--- src/rtl/neuron_input_sequencer_if.sv ---
// Signal bundle between the word source, the input sequencer and the neuron accumulator.
`timescale 1ns/1ps
interface neuron_input_sequencer_if #(
    parameter int N      = 10,
    parameter int NUM_IN = 10
);
    logic                  START;
    logic [NUM_IN*N-1:0]   IN_FLAT;
    logic [N-1:0]          SUM;
    logic                  COUT;
    logic [N-1:0]          SEQ_D;
    logic                  ACC_CLR;
    logic                  BUSY;
    logic                  DONE;
    logic [N-1:0]          RESULT;
    logic                  OVF;

    modport master (
        output START, IN_FLAT, SUM, COUT,
        input  SEQ_D, ACC_CLR, BUSY, DONE, RESULT, OVF
    );

    modport slave (
        input  START, IN_FLAT, SUM, COUT,
        output SEQ_D, ACC_CLR, BUSY, DONE, RESULT, OVF
    );
endinterface

--- src/rtl/neuron_input_sequencer.sv ---
// Streams a latched frame of NUM_IN words into the neuron accumulator and captures sum/overflow.
// Optional macro NIS_OVF_SAT_EN: saturate RESULT to all ones when the frame overflows.
//
// state  | meaning
// IDLE   | waiting for START; BUSY drops here one cycle after the capture
// CLR    | ACC_CLR high for one cycle, frame buffer loaded
// STREAM | one frame word per cycle on SEQ_D
// DRAIN  | SEQ_D held at 0 while the accumulator pipeline empties
// CAP    | RESULT/OVF captured on exit, DONE high in the following cycle
`timescale 1ns/1ps
module neuron_input_sequencer #(
    parameter int N         = 10,
    parameter int NUM_IN    = 10,
    parameter int DRAIN_CYC = 2
) (
    input logic                     CK,
    input logic                     RN,
    neuron_input_sequencer_if.slave bus
);
    localparam int IW = $clog2(NUM_IN + 1);
    localparam int DW = (DRAIN_CYC > 1) ? $clog2(DRAIN_CYC) : 1;
    localparam logic [IW-1:0] LAST_IDX   = IW'(NUM_IN);
    localparam logic [DW-1:0] DRAIN_LOAD = DW'(DRAIN_CYC - 1);

    typedef enum logic [2:0] {IDLE, CLR, STREAM, DRAIN, CAP} state_t;

    state_t              state;
    logic [NUM_IN*N-1:0] frame;
    logic [IW-1:0]       idx;
    logic [DW-1:0]       drain_cnt;
    logic                sticky;
    logic                ovf_now;
    logic [N-1:0]        cap_val;

    assign ovf_now = sticky | bus.COUT;

`ifdef NIS_OVF_SAT_EN
    assign cap_val = ovf_now ? '1 : bus.SUM;
`else
    assign cap_val = bus.SUM;
`endif

    always_ff @(posedge CK or negedge RN) begin
        if (!RN) begin
            state       <= IDLE;
            frame       <= '0;
            idx         <= '0;
            drain_cnt   <= '0;
            sticky      <= 1'b0;
            bus.SEQ_D   <= '0;
            bus.ACC_CLR <= 1'b0;
            bus.BUSY    <= 1'b0;
            bus.DONE    <= 1'b0;
            bus.RESULT  <= '0;
            bus.OVF     <= 1'b0;
        end else begin
            bus.DONE <= 1'b0;
            case (state)
                IDLE: begin
                    bus.BUSY    <= bus.START;
                    bus.ACC_CLR <= bus.START;
                    if (bus.START) begin
                        frame  <= bus.IN_FLAT;
                        sticky <= 1'b0;
                        state  <= CLR;
                    end
                end
                CLR: begin
                    // frame is consumed as a shift register: word 0 always sits in the low bits
                    bus.ACC_CLR <= 1'b0;
                    bus.SEQ_D   <= frame[N-1:0];
                    frame       <= frame >> N;
                    idx         <= {{(IW-1){1'b0}}, 1'b1};
                    state       <= STREAM;
                end
                STREAM: begin
                    sticky <= ovf_now;
                    if (idx == LAST_IDX) begin
                        bus.SEQ_D <= '0;
                        idx       <= '0;
                        drain_cnt <= DRAIN_LOAD;
                        state     <= (DRAIN_CYC == 0) ? CAP : DRAIN;
                    end else begin
                        bus.SEQ_D <= frame[N-1:0];
                        frame     <= frame >> N;
                        idx       <= idx + 1'b1;
                    end
                end
                DRAIN: begin
                    sticky <= ovf_now;
                    if (drain_cnt == '0) begin
                        state <= CAP;
                    end else begin
                        drain_cnt <= drain_cnt - 1'b1;
                    end
                end
                CAP: begin
                    bus.RESULT <= cap_val;
                    bus.OVF    <= ovf_now;
                    bus.DONE   <= 1'b1;
                    state      <= IDLE;
                end
                default: state <= IDLE;
            endcase
        end
    end
endmodule

--- src/flat_wrapper.sv ---
// flat-port wrapper written by rule: the top's interface ports become plain ports
module neuron_input_sequencer_flat 
#(
    parameter int N         = 10,
    parameter int NUM_IN    = 10,
    parameter int DRAIN_CYC = 2
)
  (CK, RN, bus_START, bus_IN_FLAT, bus_SUM, bus_COUT, bus_SEQ_D, bus_ACC_CLR, bus_BUSY, bus_DONE, bus_RESULT, bus_OVF);
  neuron_input_sequencer_if #(.N(N), .NUM_IN(NUM_IN)) bus_i ();
  input logic CK;
  input logic RN;
  input wire logic [$bits(bus_i.START)-1:0] bus_START;
  input wire logic [$bits(bus_i.IN_FLAT)-1:0] bus_IN_FLAT;
  input wire logic [$bits(bus_i.SUM)-1:0] bus_SUM;
  input wire logic [$bits(bus_i.COUT)-1:0] bus_COUT;
  output wire logic [$bits(bus_i.SEQ_D)-1:0] bus_SEQ_D;
  output wire logic [$bits(bus_i.ACC_CLR)-1:0] bus_ACC_CLR;
  output wire logic [$bits(bus_i.BUSY)-1:0] bus_BUSY;
  output wire logic [$bits(bus_i.DONE)-1:0] bus_DONE;
  output wire logic [$bits(bus_i.RESULT)-1:0] bus_RESULT;
  output wire logic [$bits(bus_i.OVF)-1:0] bus_OVF;
  assign bus_i.START = bus_START;
  assign bus_i.IN_FLAT = bus_IN_FLAT;
  assign bus_i.SUM = bus_SUM;
  assign bus_i.COUT = bus_COUT;
  assign bus_SEQ_D = bus_i.SEQ_D;
  assign bus_ACC_CLR = bus_i.ACC_CLR;
  assign bus_BUSY = bus_i.BUSY;
  assign bus_DONE = bus_i.DONE;
  assign bus_RESULT = bus_i.RESULT;
  assign bus_OVF = bus_i.OVF;
  neuron_input_sequencer #(.N(N), .NUM_IN(NUM_IN), .DRAIN_CYC(DRAIN_CYC)) u_core (.CK(CK), .RN(RN), .bus(bus_i));
endmodule
--- config.mk ---
export PLATFORM = sky130hd
export DESIGN_NAME = neuron_input_sequencer_flat
export DESIGN_NICKNAME = d
export VERILOG_FILES = /design/src/rtl/neuron_input_sequencer_if.sv /design/src/rtl/neuron_input_sequencer.sv /design/src/flat_wrapper.sv
export SDC_FILE = /design/constraint.sdc
export NUM_CORES = 1
export LEC_CHECK = 0
export CORE_ASPECT_RATIO = 1.25
export CORE_MARGIN = 2
export CORE_UTILIZATION = 23
export DETAILED_ROUTE_END_ITERATION = 12
export PLACE_DENSITY = 0.43
export SETUP_SLACK_MARGIN = 0.2
export SLEW_MARGIN = 5
export SYNTH_ARGS = -nofsm -noshare
export SYNTH_HDL_FRONTEND = slang
export SYNTH_SLANG_ARGS = --single-unit
--- constraint.sdc ---
create_clock -name CK -period 5.1 [get_ports CK]
set_clock_uncertainty 0.15 [all_clocks]
set_input_delay 1.02 -clock CK [delete_from_list [all_inputs] [get_ports CK]]
set_output_delay 1.02 -clock CK [all_outputs]
set_load 0.1 [all_outputs]
==> metrics.json <==
{
  "outcome": {"value": "completed"},
  "final_core_utilization": {"value": 0.316},
  "nets": {"value": 871},
  "clock-root-buffer": {"value": "sky130_fd_sc_hd__clkbuf_16"},
  "crit_path_start": {"value": "u_core.bus.SEQ_D[9]"},
  "min_to": {"value": "u_core.frame[90]"},
  "grt_max_degree": {"value": 115},
  "layout.cells.most_common_list": {"value": "186 x sky130_fd_sc_hd__nand2_1, 136 x sky130_fd_sc_hd__clkdlybuf4s50_1, 133 x sky130_fd_sc_hd__dfrtp_1"},
  "fillCellCount": {"value": 2841},
  "number_of_warnings_issued_by_yosys": {"value": 0},
  "critical_path.reg2reg.endpoint": {"value": "u_core.frame[44]"},
  "clk_latency": {"value": 0.41, "unit": "ns"},
  "hold_removal_path_class": {"value": "flip-flop to flip-flop"},
  "power.total": {"value": 0.00677, "unit": "W"},
  "dp_hpwl": {"value": 11600, "unit": "um"},
  "multi_input_comb_area": {"value": 0.00261, "unit": "mm^2"},
  "rows": {"value": 67},
  "ys_ff_latch": {"value": 133},
  "required": {"value": 3.93, "unit": "ns"},
  "num_vias": {"value": 5268},
  "ios": {"value": 138},
  "layout.cells.most_common": {"value": "sky130_fd_sc_hd__nand2_1"},
  "detail_route.wirelength": {"value": 18200, "unit": "um"},
  "max_cap_violations": {"value": 0},
  "cts.reportedPaths.clkPinSlew": {"value": 0.06, "unit": "ns"},
  "grt_setup_unrepaired": {"value": "no"},
  "first_global_vias": {"value": 5313},
  "total_internal_power": {"value": 0.00360, "unit": "W"},
  "cts_inserted_buffers": {"value": 17},
  "crit_chain": {"value": "clkdlybuf4s50_1"},
  "regArea": {"value": 0.00333, "unit": "mm^2"},
  "grt_overflow": {"value": 0},
  "syn-instance-count": {"value": 658},
  "h-tree-depth": {"value": 4},
  "number_of_cells_traversed_by_the_worst_hold_path": {"value": 1},
  "drt_iter0_drc": {"value": 335},
  "synth-main-ff-cell": {"value": "sky130_fd_sc_hd__dfrtp_1"},
  "timing.final.crit_share": {"value": 0.608},
  "globalplace.congestion": {"value": 0.721},
  "detail_route.vias_per_cell": {"value": 4.73},
  "worst_setup_path_end_kind": {"value": "output pin"},
  "power.density_cell_area": {"value": 800, "unit": "mW/mm^2"},
  "ant_nets": {"value": 0},
  "die-area": {"value": 0.0285, "unit": "mm^2"},
  "worst_hold_startpoint": {"value": "u_core.frame[90]"},
  "io_buffers": {"value": 137},
  "power.sequential.fraction": {"value": 0.292},
  "antenna_cells": {"value": 0},
  "global_route.usage.total": {"value": 0.133},
  "route.detailed.drc": {"value": 0},
  "netlist_top_cells_area": {"value": "sky130_fd_sc_hd__dfrtp_1 53%, sky130_fd_sc_hd__a41oi_1 13%, sky130_fd_sc_hd__nand2_1 11%"},
  "irDropWorstVdd": {"value": 0.000296, "unit": "V"},
  "startpoint_type": {"value": "flip-flop"},
  "clock_power_share": {"value": 0.190},
  "power_frac_comb": {"value": 0.518},
  "clkSinkCount": {"value": 133},
  "antenna_violations_before_repair": {"value": 0},
  "cpMaxStageDelayCell": {"value": "sky130_fd_sc_hd__clkdlybuf4s50_1"},
  "timing_worst_setup_path_type": {"value": "flip-flop to output pin"},
  "critical_path_peak_fanout": {"value": 2},
  "initial_utilization": {"value": 0.233},
  "max_clock_freq": {"value": 323, "unit": "MHz"},
  "cts_hold_repair.buffers": {"value": 0},
  "place_ws": {"value": 1.96, "unit": "ns"},
  "switching_power_total": {"value": 0.00316, "unit": "W"},
  "r2r_start": {"value": "u_core.idx[0]"},
  "wire_per_inst": {"value": 16.4, "unit": "um"},
  "min_clock_period_post_route": {"value": 3.10, "unit": "ns"},
  "synth-edff-count": {"value": 0},
  "report.final.setup_viol": {"value": 0},
  "timing.critical_path.max_delay_family": {"value": "buffers and inverters"},
  "design.core.area": {"value": 0.0267, "unit": "mm^2"},
  "worst-endpoint-arrival": {"value": 1.93, "unit": "ns"},
  "cts_resized": {"value": 0},
  "async_reset_ff_frac": {"value": 1.00},
  "drive_above_1_share": {"value": 0.0742},
  "max_slew_margin": {"value": 0.249},
  "die_height": {"value": 188, "unit": "um"},
  "report.final.hold_viol_count": {"value": 0},
  "worst-r2r-setup-slack": {"value": 2.10, "unit": "ns"},
  "yosysUniqueCellTypes": {"value": 28},
  "grt_first_pass_wirelength": {"value": 29600, "unit": "um"},
  "power_switching_share": {"value": 0.468},
  "drt_pass1_iterations": {"value": 4},
  "ff2ff_path_depth": {"value": 7},
  "tightest_slew": {"value": 1.13, "unit": "ns"},
  "finalWorstSetupSlack": {"value": 2.00, "unit": "ns"},
  "ys_seq_area_frac": {"value": 0.534},
  "power.static_leakage": {"value": 3.43, "unit": "nW"},
  "synth_area_per_cell": {"value": 9.48, "unit": "um^2"},
  "cp.buffers_inverters": {"value": 1},
  "report.final.slew_viol_count": {"value": 0},
  "setup_total_negative_slack": {"value": 0, "unit": "ns"},
  "mappedNetlistNets": {"value": 774},
  "netlist.top_cell.by_area": {"value": "sky130_fd_sc_hd__dfrtp_1"},
  "chipWidth": {"value": 151, "unit": "um"},
  "holdWs": {"value": 0.331, "unit": "ns"},
  "post_cts_setup_buffer_count": {"value": 0},
  "syn-cell-area": {"value": 0.00624, "unit": "mm^2"},
  "buffer_depth_of_the_longest_clock_path": {"value": 2},
  "cp_slowest_stage_delay": {"value": 1.15, "unit": "ns"},
  "syn2layout_area_growth": {"value": 35.7, "unit": "%"},
  "clock_tree_from_tritoncts": {"value": "built"},
  "yosys.area.top_type_share": {"value": 0.534}
}
## power by group through the flow
| stage | Combinational [W] | Sequential (W) | Clock, W |
|---|---|---|---|
| finish | 0.00351 | 0.00197 | 0.00129 |
| global route | 0.00391 | 0.00205 | 0.00137 |
| CTS | 0.00357 | 0.00198 | 0.00133 |
| detailed placement | 0.00356 | 0.00199 | 0 |
| global placement | 0.00353 | 0.00200 | 0 |
| floorplan | 0.00213 | 0.00253 | 0 |
## area by class of cell
class | count | area share
multi-input combinational | 453 | 0.309
timing repair buffer | 145 | 0.172
inverter | 5 | 0.00222
sequential | 133 | 0.393
tap | 345 | 0.0510
clock inverter | 14 | 0.0207
clock buffer | 18 | 0.0519
## worst max-delay path by stage
stage	end	slack, ns	cells past startpoint
floorplan	bus_OVF	3.03	0
global placement	u_core.frame[27]	2.00	6
detailed placement	u_core.frame[24]	1.96	6
CTS	bus_SEQ_D[9]	1.96	1
global route	u_core.frame[54]	1.82	7
finish	bus_SEQ_D[9]	2.00	1
## through the flow
| stage | instances | instance area, um^2 |
|---|---|---|
| after floorplan | 658 | 6240 |
| after global placement | 1081 | 7850 |
| after detailed placement | 1081 | 7850 |
| after CTS | 1113 | 8460 |
| after global routing | 1113 | 8460 |
| final | 1113 | 8460 |
## registers in the layout, indices dropped and copies added, names as in the netlist
name / count
u_core.bus.SEQ_D: 10
u_core.bus.RESULT: 10
u_core.idx: 4
u_core.bus.OVF: 1
u_core.bus.BUSY: 1
u_core.drain_cnt: 1
u_core.bus.ACC_CLR: 1
u_core.state: 3
u_core.sticky: 1
u_core.bus.DONE: 1
u_core.frame: 100
## cells by family (layout without fill, tap and decap cells)
group                      Yosys count  after routing  share of synthesized area
muxes                               10             10                     0.0181
and+or+nand+nor                    222            222                      0.145
buffers and inverters               72            182                     0.0532
AOI/OAI and AO/OA                  219            219                      0.246
DFF                                133            133                      0.534
adders and majority gates            2              2                    0.00401
## per-layer routing
| layer | up-vias | GRT usage | share of wire |
|---|---|---|---|
| met5 | - | 0 | 0 |
| met4 | 0 | 0.0424 | 0.016 |
| met3 | 17 | 0.0275 | 0.032 |
| met2 | 105 | 0.197 | 0.46 |
| met1 | 2545 | 0.192 | 0.49 |
| li1 | 2601 | - | - |
## Yosys cell counts (2+ instances only)
master,number
sky130_fd_sc_hd__a21bo_1,10
sky130_fd_sc_hd__ha_1,2
sky130_fd_sc_hd__o21ai_0,6
sky130_fd_sc_hd__nor2_1,8
sky130_fd_sc_hd__a21o_1,2
sky130_fd_sc_hd__dfrtp_1,133
sky130_fd_sc_hd__clkbuf_1,18
sky130_fd_sc_hd__nor3_1,5
sky130_fd_sc_hd__nand2_1,186
sky130_fd_sc_hd__inv_1,5
sky130_fd_sc_hd__or3_1,3
sky130_fd_sc_hd__buf_2,49
sky130_fd_sc_hd__mux2_2,10
sky130_fd_sc_hd__a41oi_1,90
sky130_fd_sc_hd__nand2b_1,4
sky130_fd_sc_hd__a21oi_1,97
sky130_fd_sc_hd__nand4_1,10
sky130_fd_sc_hd__a22o_1,10
(Power assumes the default switching activity.)
